## src/rtl/v74x148_seq_encoder.sv

```systemverilog
`default_nettype none
// ============================================================================
// Module   : v74x148_seq_encoder
// Purpose  : Sequential 74x148-style priority encoder. It synchronizes the
//            asynchronous active-low request lines and captures the
//            highest-priority request into a held code (A/VALID). The code
//            stays frozen until the consumer acknowledges it, and the encoder
//            then waits for the captured line to be released before it can
//            capture again.
// Options  : define V74X148_SEQ_DEBOUNCE_EN to add a stability filter. The
//            synchronized request vector must then be unchanged for
//            DEB_CYCLES edges before it is captured.
// Revision : 1.0 - initial release
// ============================================================================
module v74x148_seq_encoder #(
  parameter int DEB_CYCLES = 4
) (
  input  logic       CLK,
  input  logic       RESET_L,
  input  logic       EI_L,
  input  logic [7:0] I_L,
  input  logic       ACK,
  output logic [2:0] A,
  output logic       VALID,
  output logic       GS_L,
  output logic       EO_L
);

  localparam logic [7:0] ALL_IDLE = 8'hFF;

  // The filter length must be at least one edge.
  if (DEB_CYCLES < 1) begin : g_bad_deb_cycles
    $error("v74x148_seq_encoder: DEB_CYCLES must be >= 1");
  end

  typedef enum logic [1:0] {
    IDLE    = 2'd0,
    HOLD    = 2'd1,
    RELEASE = 2'd2
  } state_t;

  state_t     state, state_nxt;
  logic [2:0] code_nxt;
  logic       valid_nxt;
  logic       gs_nxt, eo_nxt;

  logic [7:0] sync_meta;   // first synchronizer stage, may be metastable
  logic [7:0] sync_req;    // second stage, safe to use
  logic       any_req;
  logic [2:0] top_idx;
  logic       capture_ok;

  // Return the index of the highest active (low) bit, 0 if none are active.
  function automatic logic [2:0] prio_idx(input logic [7:0] v);
    logic [2:0] idx;
    idx = 3'd0;
    for (int i = 0; i < 8; i++) begin
      if (!v[i]) idx = i[2:0];
    end
    return idx;
  endfunction

  // Two-flop synchronizer; resets to the idle (all high) level.
  always_ff @(posedge CLK or negedge RESET_L) begin
    if (!RESET_L) begin
      sync_meta <= ALL_IDLE;
      sync_req  <= ALL_IDLE;
    end else begin
      sync_meta <= I_L;
      sync_req  <= sync_meta;
    end
  end

  assign any_req = (sync_req != ALL_IDLE);
  assign top_idx = prio_idx(sync_req);

`ifdef V74X148_SEQ_DEBOUNCE_EN
  localparam int CNT_W = (DEB_CYCLES < 1) ? 1 : $clog2(DEB_CYCLES + 1);
  localparam logic [CNT_W-1:0] CNT_TOP = CNT_W'(DEB_CYCLES - 1);

  logic [7:0]       deb_prev;
  logic [CNT_W-1:0] deb_cnt;
  logic             deb_same;

  // An edge counts towards stability only if the vector repeats and shows
  // at least one active request.
  assign deb_same = (sync_req == deb_prev) && any_req;

  // Count consecutive stable edges, saturating at the capture threshold.
  always_ff @(posedge CLK or negedge RESET_L) begin
    if (!RESET_L) begin
      deb_prev <= ALL_IDLE;
      deb_cnt  <= '0;
    end else begin
      deb_prev <= sync_req;
      if (!deb_same) begin
        deb_cnt <= '0;
      end else if (deb_cnt != CNT_TOP) begin
        deb_cnt <= deb_cnt + CNT_W'(1);
      end
    end
  end

  // The edge that completes DEB_CYCLES stable edges is the capture edge.
  assign capture_ok = deb_same && (deb_cnt == CNT_TOP);
`else
  assign capture_ok = any_req;
`endif

  // State, held code and status flags.
  always_ff @(posedge CLK or negedge RESET_L) begin
    if (!RESET_L) begin
      state <= IDLE;
      A     <= 3'b000;
      VALID <= 1'b0;
      GS_L  <= 1'b1;
      EO_L  <= 1'b1;
    end else begin
      state <= state_nxt;
      A     <= code_nxt;
      VALID <= valid_nxt;
      GS_L  <= gs_nxt;
      EO_L  <= eo_nxt;
    end
  end

  // Next-state and output logic; disable overrides everything, ACK included.
  always_comb begin
    state_nxt = state;
    code_nxt  = A;
    valid_nxt = VALID;
    // Group-select / enable-out follow the live synchronized vector.
    gs_nxt    = EI_L | ~any_req;
    eo_nxt    = EI_L | any_req;

    if (EI_L) begin
      state_nxt = IDLE;
      valid_nxt = 1'b0;
    end else begin
      case (state)
        IDLE: begin
          if (capture_ok) begin
            code_nxt  = top_idx;
            valid_nxt = 1'b1;
            state_nxt = HOLD;
          end
        end
        HOLD: begin
          if (ACK) begin
            valid_nxt = 1'b0;
            state_nxt = RELEASE;
          end
        end
        RELEASE: begin
          // Wait for the acknowledged line itself to go inactive.
          if (sync_req[A]) begin
            state_nxt = IDLE;
          end
        end
        default: begin
          state_nxt = IDLE;
          valid_nxt = 1'b0;
        end
      endcase
    end
  end

endmodule
`default_nettype wire

```

## config.mk

```make
export PLATFORM = sky130hd
export DESIGN_NAME = v74x148_seq_encoder
export DESIGN_NICKNAME = d
export VERILOG_FILES = /design/src/rtl/v74x148_seq_encoder.sv
export SDC_FILE = /design/constraint.sdc
export NUM_CORES = 1
export LEC_CHECK = 0
export CORE_UTILIZATION = 51
export DETAILED_ROUTE_END_ITERATION = 8
export PLACE_DENSITY_LB_ADDON = 0.25
export SLEW_MARGIN = 20
export SYNTH_ARGS = -nofsm -noshare
export SYNTH_HDL_FRONTEND = slang
export SYNTH_SLANG_ARGS = --single-unit
```

## constraint.sdc

```tcl
create_clock -name CLK -period 2.8 [get_ports CLK]
set_clock_uncertainty 0.15 [all_clocks]
set_input_delay 0.28 -clock CLK [delete_from_list [all_inputs] [get_ports CLK]]
set_output_delay 0.28 -clock CLK [all_outputs]
set_load 0.02 [all_outputs]
```

## Word level (Yosys, flattened, before mapping)

Index checks and enable logic that the tools add are counted.

| operators by class | value |
|---|---|
| bitwise gates (word level) | 4 |
| reductions and logical operators | 4 |
| equal/unequal tests | 7 |
| order comparisons | 1 |
| multiplexer cells | 18 |

Operators with widths:

| cell | number |
|---|---|
| two-way mux 3 bit | 6 |
| inequality test 3 bit, second input constant | 3 |
| AND reduction 3 bit | 3 |
| two-way mux 2 bit | 4 |
| inequality test 8 bit, second input constant | 1 |
| one-hot mux 2 bit (3 select lines) | 1 |
| two-way mux 1 bit | 5 |
| less-than comparator 3 x 4 -> 1 bit, second input constant | 1 |
| binary-select mux 1 bit (select 3 bit) | 1 |
| one-hot mux 1 bit (3 select lines) | 1 |
| equality test 2 x 1 -> 1 bit, second input constant | 1 |
| equality test 2 bit, second input constant | 1 |
| zero test 2 bit | 1 |
| inequality test 2 bit, second input constant | 1 |
| NOT 1 bit | 2 |
| OR 1 bit | 2 |

| storage, ports and cells | value |
|---|---|
| input port bits | 12 |
| logic and storage cells | 41 |
| output and inout port bits | 6 |
| bits in registers | 24 |

## Depth between registers and ports, before layout

| depth | value |
|---|---|
| word-level depth | 7 |
| gate-level depth with buffers | 5 |
| mapped depth without buffers | 4 |

## Least setup slack after synthesis

Ideal clock, no wire load.

| path | value |
|---|---|
| kind | register -> register |
| from | register A[1] |
| to | register state[1] |
| path buffers | 1 |
| cell stages (with the launch flop) | 6 |
| data required time | 2.526 ns |
| data arrival time | 1.295 ns |
| setup time | 0.124 ns |
| clock period less this slack | 1.569 ns |
| slack | 1.231 ns |
| path through | dfrtp_1 -> buf_6 -> mux2i_1 -> mux4_2 -> nand3_1 -> o31ai_1 |

| on the way | value |
|---|---|
| longest elaborated chain between the ends | 4 |

RTL lines:

| what | RTL line | source |
|---|---|---|
| start, declared | 23 | `output logic [2:0] A,` |
| start signal, assigned | 120 | `A <= code_nxt;` |
| binary-select mux 1 bit (select 3 bit) | 156 | `if (sync_req[A]) begin` |
| two-way mux 1 bit (not written as such) | 156 |  |
| inequality test 3 bit (no source line) | -- |  |
| AND reduction 3 bit (no source line) | -- |  |
| end signal, assigned | 119 | `state <= state_nxt;` |
| end, declared | 42 | `state_t state, state_nxt;` |

No other way between the ends. The select of a mux whose other input is x is not followed.
A chain may end at the register's enable or synchronous reset.

## Final worst setup path

| path | value |
|---|---|
| from | register A[1] |
| to | output port A[1] |

No word-level cell between the ends.

==> results.yml <==
status:
  status: "completed"
yosys:
  synthArstFlopShare_pct: 100
  yosys.area.top_type: "dfstp_2"
  yosys_register_bits: 24
  synthTopCellsByCount: "18 x dfstp_2, 6 x dfrtp_1, 5 x nand2_1"
  ys.warnings.count: 0
  synth_nets: 73
  synth_flop_cell: "dfstp_2"
  synth.distinct_cells: 25
  yosysMostFrequentCell: "dfstp_2"
  synthCells: 61
  ys_seq_area_share_pct: 71.9
  synth_area_um2: 867
  syn_avg_cell_area_um2: 14.2
  synth_edf_count: 0
  synth_top_area_share_pct: 54.5
  synthTopCellsByArea: "dfstp_2 55%, dfrtp_1 17%, mux2i_1 4.6%, mux4_2 2.6%, nand2_1 2.2%"
floorplan:
  placement_rows: 14
  die_y_um: 43.2
  coreArea_um2: 1540
  dieArea_um2: 1870
  ios: 18
  die_x_um: 43.2
  floorplan.initialDensity_pct: 56.3
placement:
  dp_hpwl_um: 889
  io_buffer_count: 17
  gp_congestion: 0.689
  dpl_cell_area_um2: 1050
sta:
  slew_violations: 0
  rsz0062_at_grt: "no"
  worstMarginPinSlew_ns: 0.307
  clock.fmax_mhz: 528
  tns_ns: 0
  period_minus_slack_ns: 1.89
  slew-limit-headroom_pct: 79.4
  hold_viol_final: 0
  setup_viol: 0
  fin_crit_sh_pct: 67.7
critical_path:
  r2r.worst_path.cells: 4
  r2r_slack_ns: 1.22
  r2r-start: "sync_req[7]$_DFF_PN1_"
  slowest_delay_ns: 0.65
  path_buf_inv: 1
  worst-path-max-fanout: 6
  critical_path_class: "flop to output port"
  reg2reg_to: "state[1]$_DFFE_PN0P_"
  crit_slowest_cell: "clkdlybuf4s50_1"
  start_kind: "flop"
  endpoint_kind: "output port"
  path_cells: "clkdlybuf4s50_1"
  path_delay_family: "buffers and inverters"
  required_ns: 2.37
  arrival_ns: 1.46
drt:
  dr_total_vias: 527
  drc_errors: 0
  ant_nets: 0
  drt-total-wl_mm: 1.20
  avgRoutedWirePerCell_um: 12.2
  drt_iter0_markers: 14
  viasPerCell: 5.38
  firstDrtPassIters: 4
layout:
  final_nets: 95
  antenna_cells: 0
  syn_to_final_growth_pct: 27.6
  fin_area_um2: 1110
  n_fill_cell: 115
  finish.utilization_pct: 71.8
  layout-drive-gt1-share_pct: 30.5
global_routing:
  grt_usage_pct: 16.0
  grt_pass1_vias: 490
  antenna_found_initial: 0
  grt_first_pass_wirelength_mm: 2.05
  grt-ovfl-total: 0
  grt_start_max_net_pins: 25
cts:
  cts.clk_slew.worst_paths_ns: 0.12
  clk_path_buf_depth: 2
  cts-root-buf: "clkbuf_4"
  cts_tree: "done"
  clk_latency_ns: 0.30
  hold_buffers: 0
  post_cts_buffers: 0
  cts_resized: 0
  cts_sinks: 24
  numCtsBuffers: 3
  cts.htree.levels: 1
power:
  peakVddDrop_uv: 395
  leakage_nw: 0.460
  cellPowerDensity_nw_per_um2: 674
  total_power_w: 0.000745
min_path:
  hold_class: "input pin to asynchronous set/reset pin"
flow_run:
  drv_cap: 0
-- registers in the layout (all words and copies together) (netlist names) --
signal	flops
sync_meta	8
sync_req	8
state	2
VALID	1
EO_L	1
A	3
GS_L	1
-- metal layers --
metal | up-vias | global-route usage, % | routed length (µm)
met3 | 2 | 8.09 | 88
li1 | 256 | - | -
met5 | - | 0 | 0
met1 | 248 | 19.0 | 543
met2 | 21 | 24.2 | 549
met4 | 0 | 7.27 | 13
-- per-stage QoR --
stage / std cells / hold WS, ns / setup slack, ns
4_1_cts: 98 / 0.147 / 0.894
5_1_grt: 98 / 0.150 / 0.840
2_1_floorplan: 61 / -0.166 / 1.23
3_5_place_dp: 94 / 0.198 / 1.04
3_3_place_gp: 94 / 0.195 / 1.10
6_report: 98 / 0.151 / 0.906
-- layout by cell type, fill, tap and decap left out, drive strengths merged --
| cell | n |
|---|---|
| a32o | 1 |
| nand4 | 2 |
| or3 | 1 |
| nor2 | 4 |
| a31oi | 1 |
| bufinv | 1 |
| or2 | 1 |
| o21ai | 3 |
| clkbuf | 3 |
| o31ai | 1 |
| clkdlybuf4s50 | 17 |
| nor2b | 1 |
| nor3 | 1 |
| o21bai | 1 |
| buf | 1 |
| a21boi | 1 |
| dfrtp | 6 |
| inv | 3 |
| dfstp | 18 |
| mux4 | 1 |
| a22o | 1 |
| nand3 | 1 |
| mux2i | 4 |
| o311a | 1 |
| nand2b | 1 |
| nand2 | 5 |
| a21oi | 1 |
-- logic make-up (layout without fill, tap and decap cells) --
kind of cell / count (synthesis) / count (layout) / synth area share [%]
muxes: 5 / 5 / 7.22
AOI/OAI and AO/OA: 11 / 11 / 8.95
DFF: 24 / 24 / 71.9
and+or+nand+nor: 17 / 17 / 9.38
buffers and inverters: 4 / 25 / 2.60
-- power by group --
part / internal, W / leakage (nW) / switching [W]
combinational: 0.0000595 / 0.171 / 0.0000426
clock: 0.000145 / 0.0279 / 0.0000935
sequential: 0.000382 / 0.261 / 0.0000234
total: 0.000586 / 0.460 / 0.000160
-- worst max-delay path by stage --
stage                           end  cells past startpoint  slack, ns        startpoint
6_report                       A[1]                      1       0.91  A[1]$_DFFE_PN0P_
4_1_cts                        A[1]                      1       0.89  A[1]$_DFFE_PN0P_
3_5_place_dp       A[0]$_DFFE_PN0P_                      5       1.04              EI_L
5_1_grt                        A[1]                      1       0.84  A[1]$_DFFE_PN0P_
3_3_place_gp       A[0]$_DFFE_PN0P_                      5       1.10              EI_L
2_1_floorplan  state[1]$_DFFE_PN0P_                      5       1.23  A[1]$_DFFE_PN0P_
-- cell type report --
class / instances / area, µm² / share of cell area, %
Sequential cell: 24 / 623 / 56.3
Multi-Input combinational cell: 33 / 221 / 20.0
Timing Repair Buffer: 18 / 178 / 16.1
Clock inverter: 1 / 30.0 / 2.71
Clock buffer: 3 / 22.5 / 2.04
Tap cell: 16 / 20.0 / 1.81
Inverter: 3 / 11.3 / 1.02
Note: power is estimated with default switching activity, not from simulation.
